$ cat src/rtl/tdm_demux.sv
// Time-division 1-to-N demultiplexer: reassembles a serial slot stream into an
// N-bit word, framed by a sync marker, with a one-cycle valid pulse per frame.
module tdm_demux #(
  parameter int N  = 8,
  parameter int SW = $clog2(N)
) (
  input  logic          clk,
  input  logic          reset,
  input  logic          din,
  input  logic          din_valid,
  input  logic          sync,
  output logic [N-1:0]  y,
  output logic          y_valid,
  output logic [SW-1:0] slot,
  output logic          locked,
  output logic          frame_err
);

  typedef enum logic {
    S_IDLE    = 1'b0,
    S_COLLECT = 1'b1
  } state_e;

  localparam logic [SW-1:0] LastSlot = SW'(N - 1);

  state_e        state_q;
  logic [N-1:0]  shadow_q;
  logic [N-1:0]  y_q;
  logic          y_valid_q;
  logic [SW-1:0] slot_q;
  logic          locked_q;
  logic          frame_err_q;

  always_ff @(posedge clk) begin
    if (reset) begin
      state_q     <= S_IDLE;
      shadow_q    <= '0;
      y_q         <= '0;
      y_valid_q   <= 1'b0;
      slot_q      <= '0;
      locked_q    <= 1'b0;
      frame_err_q <= 1'b0;
    end else begin
      // NOTE: pulses default low here; a later assignment in this block wins.
      y_valid_q   <= 1'b0;
      frame_err_q <= 1'b0;
      if (din_valid) begin
        unique case (state_q)
          S_IDLE: begin
            if (sync) begin
              state_q     <= S_COLLECT;
              locked_q    <= 1'b1;
              shadow_q[0] <= din;
              slot_q      <= SW'(1);
            end
          end
          S_COLLECT: begin
            if (sync) begin
              // sync always restarts the frame; only a partial frame is an error
              frame_err_q <= (slot_q != '0);
              shadow_q[0] <= din;
              slot_q      <= SW'(1);
            end else begin
              shadow_q[slot_q] <= din;
              if (slot_q == LastSlot) begin
                y_q       <= {din, shadow_q[N-2:0]};
                y_valid_q <= 1'b1;
                slot_q    <= '0;
              end else begin
                slot_q <= slot_q + SW'(1);
              end
            end
          end
          default: state_q <= S_IDLE;
        endcase
      end
    end
  end

  assign y         = y_q;
  assign y_valid   = y_valid_q;
  assign slot      = slot_q;
  assign locked    = locked_q;
  assign frame_err = frame_err_q;

endmodule
$ cat config.mk
export PLATFORM = sky130hd
export DESIGN_NAME = tdm_demux
export DESIGN_NICKNAME = d
export VERILOG_FILES = /design/src/rtl/tdm_demux.sv
export SDC_FILE = /design/constraint.sdc
export NUM_CORES = 1
export LEC_CHECK = 0
export CORE_UTILIZATION = 44
export CTS_CLUSTER_SIZE = 14
export DETAILED_ROUTE_END_ITERATION = 16
export PLACE_DENSITY = 0.7
export SLEW_MARGIN = 40
export SYNTH_ARGS = -nofsm -noshare
export SYNTH_HDL_FRONTEND = slang
export SYNTH_SLANG_ARGS = --single-unit
$ cat constraint.sdc
create_clock -name clk -period 1.7 [get_ports clk]
set_input_delay 0.17 -clock clk [delete_from_list [all_inputs] [get_ports clk]]
set_output_delay 0.17 -clock clk [all_outputs]
set_load 0.02 [all_outputs]
# [Word level (Yosys, flattened, before mapping)]
# Index checks and enable logic that the tools add are counted.
[word_totals] register_bits=23 word_cells=37 inputBits=5
[op_classes] reduce_logical=8 n_bitwise=3 n_eq_ne=2 magnitude_cmp=2 add_sub_neg=1 n_mux=13
[op_table] operator="$mux W3" count=3
[op_table] operator="$bwmux W8" count=1
[op_table] operator="$reduce_or A4 Y1" count=2
[op_table] operator="$mux W1" count=6
[op_table] operator="$pmux W3 S2" count=1
[op_table] operator="$reduce_and A3 Y1" count=2
[op_table] operator="$lt A3 B4 Y1 const B" count=1
[op_table] operator="$reduce_and A4 Y1" count=1
[op_table] operator="$add A3 B1 Y3 const B" count=1
[op_table] operator="$demux W1 S3" count=1
[op_table] operator="$eq A3 B3 Y1 const B" count=1
[op_table] operator="$ge A3 B1 Y1 const B" count=1
[op_table] operator="$not A1 Y1" count=3
[op_table] operator="$reduce_bool A3 Y1" count=1
[op_table] operator="$ne A2 B2 Y1 const B" count=1
[op_table] operator="$pmux W1 S2" count=1
[op_table] operator="$reduce_and A2 Y1" count=1
[op_table] operator="$logic_and A1 B1 Y1" count=1

# [Logic depth before layout (Yosys ltp)]
# Gate-level depths: netlist of the first run.
[logic_depth] word_depth=7 depth_mapped=6

# [Least setup slack after synthesis of the first run]
# OpenSTA, ideal clock, no wires.
[synth_timing] path_kind="reg-to-reg" startpoint="register slot_q[0], in the netlist slot[0]" endpoint="register y_q[0], in the netlist y[0]" t_required_ns=1.629 period_less_slack_ns=1.556 stages_incl_launch_ff=7 arrival_ns=1.485 path_slack_ns=0.144 path_buffers=1 cell_sequence="dfxtp_1 ha_1 ha_1 and4b_1 clkbuf_1 nand2_1 a21oi_1"
[synth_via] elab_chain_len=2
[synth_rtl] item="from (decl)" line="30" rtl="logic [SW-1:0] slot_q;"
[synth_rtl] item="from (signal assigned)" line="70" rtl="slot_q <= slot_q + SW'(1);"
[synth_rtl] item="$eq A3 B3 Y1" line="65" rtl="if (slot_q == LastSlot) begin"
[synth_rtl] item="$reduce_and A4 Y1 (no line)"
[synth_rtl] item="to (signal assigned)" line="66" rtl="y_q <= {din, shadow_q[N-2:0]};"
[synth_rtl] item="to (decl)" line="28" rtl="logic [N-1:0] y_q;"
# Every way passes these cells.
# A chain may end at the register's enable or synchronous reset.

# [Worst setup path after layout of the first run]
[layout_timing] startpoint="register slot_q[0], in the netlist slot[0]" endpoint="output slot[0]"
[layout_rtl] item="to (decl)" line="14" rtl="output logic [SW-1:0] slot,"
# No word-level cell between the ends.

==> results of run 1 <==
-- worst max-delay path: cells and delay by family, from the launching register on --
| kind | cells | cell delay, ns |
|---|---|---|
| buffers and inverters | 2 | 0.77 |
| DFF | 1 | 0.36 |
-- through the flow --
stage	setup slack, ns	util	instances	hold WS (ns)	total power [mW]
final	0.1045	0.6124	156	0.4569	0.9005
after global routing	0.04796	0.6124	156	0.4837	0.9408
after CTS	0.04064	0.6117	156	0.4581	0.9063
after detailed placement	0.08863	0.5934	152	0.4385	0.6220
after global placement	0.1168	0.5934	152	0.4361	0.6203
after floorplan	0.1444	-	107	0.3060	0.5884
-- placed cells by master (no fill, tap or decap), types with 2 or more instances in the layout --
master / netlist / layout
nand2b_1: 8 / 8
nand4_1: 2 / 2
buf_4: 1 / 6
ha_1: 3 / 3
nor3_1: 2 / 2
nand4b_1: 2 / 2
clkdlybuf4s50_1: 0 / 18
mux2i_1: 5 / 5
nand2_1: 19 / 19
or4b_1: 2 / 2
clkbuf_4: 0 / 3
dfxtp_1: 22 / 21
nor2_1: 5 / 5
a21oi_1: 10 / 10
inv_1: 5 / 5
o21ai_0: 3 / 3
-- path summary, 6_finish.rpt --
path / from / to / slack (ns) / cells after the start
setup / recovery: slot[0] / slot[0] / 0.10 / 2
hold reg to reg: shadow_q[3] / y[3] / 0.46 / 2
hold / removal: shadow_q[3] / y[3] / 0.46 / 2
setup reg to reg: slot[0] / shadow_q[0] / 0.31 / 4
-- sequential cells by signal, indices dropped and copies added (netlist names) --
| signal | cells |
|---|---|
| y | 8 |
| frame_err | 1 |
| shadow_q | 7 |
| locked | 1 |
| state_q | 1 |
| slot | 3 |
| y_valid | 1 |
-- cell families (layout without fill, tap and decap cells) --
group	after synthesis	after routing	share of synthesized area
buf+inv	11	33	0.05026
flops	22	22	0.4656
fa+ha+maj	3	3	0.03969
compound gates	19	19	0.1204
mux	5	5	0.05291
simple gates	47	47	0.2712
-- layer usage --
layer	part of all wire	GRT usage	routed length [um]	vias to the layer above
met5	0	0	0	-
met4	0.0075	0.07353	14	0
met3	0.027	0.02830	51	2
met2	0.46	0.2559	851	20
met1	0.51	0.2373	938	376
li1	-	-	-	412
-- power by group --
group | total, mW | internal (mW) | switching, mW
sequential | 0.530 | 0.523 | 0.00680
combinational | 0.0817 | 0.0382 | 0.0435
clock | 0.289 | 0.131 | 0.158
-- Yosys cell counts --
library cell,n
and4b_1,1
o21ai_0,3
or4b_1,2
and4_2,1
clkbuf_2,1
a21oi_1,10
inv_1,5
a32oi_1,1
nand4_1,2
a22oi_1,1
buf_2,1
nor2b_1,1
o32a_1,1
nor3b_1,1
nand4b_1,2
mux2i_1,5
dfxtp_1,22
buf_4,1
ha_1,3
o31ai_1,1
nand2b_1,8
nor2_1,5
nor3_1,2
and3b_1,1
o311ai_1,1
and2b_1,1
a31oi_1,1
clkbuf_1,3
nor4_1,1
nand2_1,19
-- layout make-up --
class	count	area [sq um]
sequential	22	441.7
inverter	5	18.77
clock buffer	4	36.28
tap	27	33.78
timing repair buffer	24	225.2
multi-input combinational	74	457.9
fill	169	768.2
==> flow_summary.toml, run 1 <==
[clock_network]
cts_tree = "built"
cts_made_buffers = 3
cts-root-buf = "clkbuf_4"
cts.path.max_buffers = 2
holdBufCountCts = 0
worstSkewPairLatency_ns = 0.30
htreeDepth = 1
post_cts_buffers = 0
cts_resized = 0
path_clk_slew_ns = 0.12
numClockSinks = 22

[setup_path]
setup.worst_path.class = "flop to output pin"
required_ns = 1.53
cp-end-kind = "output pin"
critPathLaunchType = "flop"
worst-endpoint-arrival_ns = 1.43
path_cells = "buf_4, clkdlybuf4s50_1"
cp_slowest_cell = "clkdlybuf4s50_1"
slowest_delay_ns = 0.61
crit_fanout = 8

[worst_hold_path]
hold_path.class = "flop to flop"

[timing]
setup_tns_ns = 0
finalClockSkew_ns = 0.003394
timing.final.hold_violations = 0
drv_slew = 0
rsz0062_at_grt = "no"
fin_crit_ns = 1.595
worst_slew_pin_slew_ns = 0.3230
period_share = 0.9385
slew_headroom = 0.7840
setup_violations = 0
max_freq_ghz = 0.6268

[global_route]
grt_use_total = 0.1693
grt_overflow = 0
grt_pass1_wl_mm = 3.036
grt_pass1_vias = 687
antenna_found_initial = 0
grt_start_max_net_pins = 16

[outcome]
status = "complete, no violations"

[floorplanning]
io-pin-count = 19
core_area_sq_um = 1982
die_y_um = 48.37
die_area_sq_um = 2339
initial_core_util = 0.4773
row_count = 16
die_width_um = 48.37

[finish]
areaGrowthSynthToFinish_pct = 28.31
num_antenna_cells = 0
fin_nets = 138
postLayoutCellArea_sq_um = 1214
drive_above_1_share = 0.09302

[power_and_ir_drop]
p_per_area_nw_per_um2 = 742.0
p_leak_nw = 0.4415
peakVddDrop_uv = 454.9

[detailed_routing]
routedWlPerCell_um = 11.90
ant_nets = 0
wl_mm = 1.856
num_vias = 810
via_per_inst = 5.192
first_iter_violations = 24
drc = 0
dr.pass1.iters = 4

[synthesis]
syn_nets = 115
synth_seq_cells = 22
yosysTopAreaCell = "dfxtp_1"
synthesis.area_sq_um = 945.9
ys_warn_count = 0
ys_types = 30
yosysSeqAreaShare = 0.4656
postSynthCellCount = 107
ys_top_cells_by_area = "dfxtp_1 (47%), nand2_1 (7.5%), a21oi_1 (5.3%)"
avgSynthCellArea_sq_um = 8.840
synth_top_area_frac = 0.4656

[job]
cap_viol_max_count = 0

[placement]
hpwl_mm = 1.316
gp_congestion = 0.7786
portBuffers = 18
postPlaceCellArea_sq_um = 1176
No activity file was read; power rests on OpenSTA's default activity.
==> run 2: changes to the inputs <==
--- a/config.mk
+++ b/config.mk
@@ -5,10 +5,11 @@
 export SDC_FILE = /design/constraint.sdc
 export NUM_CORES = 1
 export LEC_CHECK = 0
+export ABC_AREA = 0
 export CORE_UTILIZATION = 44
 export CTS_CLUSTER_SIZE = 14
 export DETAILED_ROUTE_END_ITERATION = 16
-export PLACE_DENSITY = 0.7
+export DONT_BUFFER_PORTS = 1
 export SLEW_MARGIN = 40
 export SYNTH_ARGS = -nofsm -noshare
 export SYNTH_HDL_FRONTEND = slang
==> flow_summary.toml, run 2 (synthesized netlist as in run 1, its figures left out) <==
[placement]
portBuffers = 0
gp_congestion = 0.8200
place_inst = 131
postPlaceCellArea_sq_um = 973.4
place_ws_ns = 0.1559
hpwl_mm = 1.213

[power_and_ir_drop]
p_per_area_nw_per_um2 = 924.4
p_leak_nw = 0.3838
peakVddDrop_uv = 611.3
p_total_mw = 0.9739

[setup_path]
worst_r2r_endpoint = "y[1]"
cp-end-kind = "flop"
slowest_delay_ns = 0.46
rrSetupSlack_ns = 0.17
setup.worst_path.class = "flop to flop"
reg2reg_from = "slot[0]"
critPathLaunchType = "flop"
path_cells = "ha_1, ha_1, and4b_1, nand2_1, a21oi_1"
critPathLaunch = "slot[0]"
required_ns = 1.94
worst-endpoint-arrival_ns = 1.77
critical_path.endpoint = "y[1]"
cp_slowest_cell = "dfxtp_1"
path_common_cell = "ha_1"
reg2regPathDepth = 5
crit_fanout = 8

[clock_network]
cts_made_buffers = 3
cts.path.max_buffers = 2
worstSkewPairLatency_ns = 0.30
path_clk_slew_ns = 0.12
cts_tree = "built"
htreeDepth = 1
numClockSinks = 22
cts-root-buf = "clkbuf_4"

[timing]
slew_headroom = 0.6126
timing.final.hold_violations = 0
setup_tns_ns = 0
period_share = 0.9004
finalWorstSetupSlack_ns = 0.1693
fin_crit_ns = 1.531
max_freq_ghz = 0.6533
setup_violations = 0
finalClockSkew_ns = 0.003243
hold_ws_ns = 0.01115
worst_slew_pin_slew_ns = 0.5792
rsz0062_at_grt = "no"
drv_slew = 0

[global_route]
grt_pass1_wl_mm = 3.063
grt_start_max_net_pins = 16
grt_pass1_vias = 707
grt_overflow = 0
antenna_found_initial = 0
grt_use_total = 0.1672

[detailed_routing]
routedWlPerCell_um = 12.96
wl_mm = 1.788
num_vias = 731
dr.pass1.iters = 5
ant_nets = 0
first_iter_violations = 24
drc = 0
via_per_inst = 5.297

[worst_hold_path]
hold_path.class = "input port to flop"

[finish]
stdcell_count = 138
drive_above_1_share = 0.08108
most-common-layout-cells = "dfxtp_1 (22), nand2_1 (19), a21oi_1 (10)"
postLayoutCellArea_sq_um = 1054
final_common_cell = "dfxtp_1"
largest_reg_flops = 8
fin_nets = 120
num_antenna_cells = 0
fin_util = 0.5316
areaGrowthSynthToFinish_pct = 11.38

[job]
cap_viol_max_count = 0

[floorplanning]
die_width_um = 48.37
initial_core_util = 0.4773
row_count = 16
die_area_sq_um = 2339
die_y_um = 48.37
io-pin-count = 19
core_area_sq_um = 1982

[outcome]
status = "complete, no violations"
==> run 2: changes by cell type in the layout (fill, tap and decap cells not counted), sizes merged <==
cell / delta
buf: -2
bufinv: +1
clkbuf: -1
clkdlybuf4s50: -18
dlygate4sd3: +2
==> run 2: power breakdown <==
group          leakage (nW)  switching (mW)  total (mW)  internal, mW
clock network        0.0279           0.152       0.390         0.238
registers             0.178          0.0119       0.535         0.523
logic                 0.178          0.0265      0.0493        0.0228
total                 0.384           0.190       0.974         0.784
==> run 2: worst min path at each step <==
stage,endpoint,from,cells past startpoint,slack [ns]
floorplan,y[7],din,2,0.31
global placement,y[7],reset,1,0.24
detailed placement,y[4],reset,1,0.24
CTS,state_q,din_valid,2,0.005
global route,state_q,din_valid,2,0.02
finish,state_q,din_valid,2,0.01
==> run 2: repair_timing <==
| action | CTS | global route |
|---|---|---|
| endpoints found under the setup margin | 0 | 8 |
| buffers inserted | 0 | 1 |
| gates resized for setup | 0 | 0 |
| endpoints found under the hold margin | 15 | 0 |
| hold buffers | 2 | 0 |
==> run 2: worst max-delay path: cells and delay by family, from the launching register on <==
family                   cells  cell delay, ns
adder cells (fa/ha/maj)      2            0.40
AND/OR/NAND/NOR              2            0.50
AO/OA/AOI/OAI                1            0.12
flip-flops                   1            0.46
==> run 2: cell type report <==
| class | instances | area (sq um) |
|---|---|---|
| Clock buffer | 3 | 22.52 |
| Timing Repair Buffer | 6 | 50.05 |
| Tap cell | 27 | 33.78 |
| Inverter | 5 | 18.77 |
| Multi-Input combinational cell | 74 | 457.9 |
| Clock inverter | 1 | 30.03 |
| Sequential cell | 22 | 440.4 |
| Fill cell | 189 | 928.4 |
==> run 2: layer usage <==
layer	vias up	part of all wire	GRT usage
li1	377	-	-
met1	336	0.49	0.2094
met2	16	0.45	0.2746
met3	2	0.053	0.04717
met4	0	0.0067	0.05882
met5	-	0	0
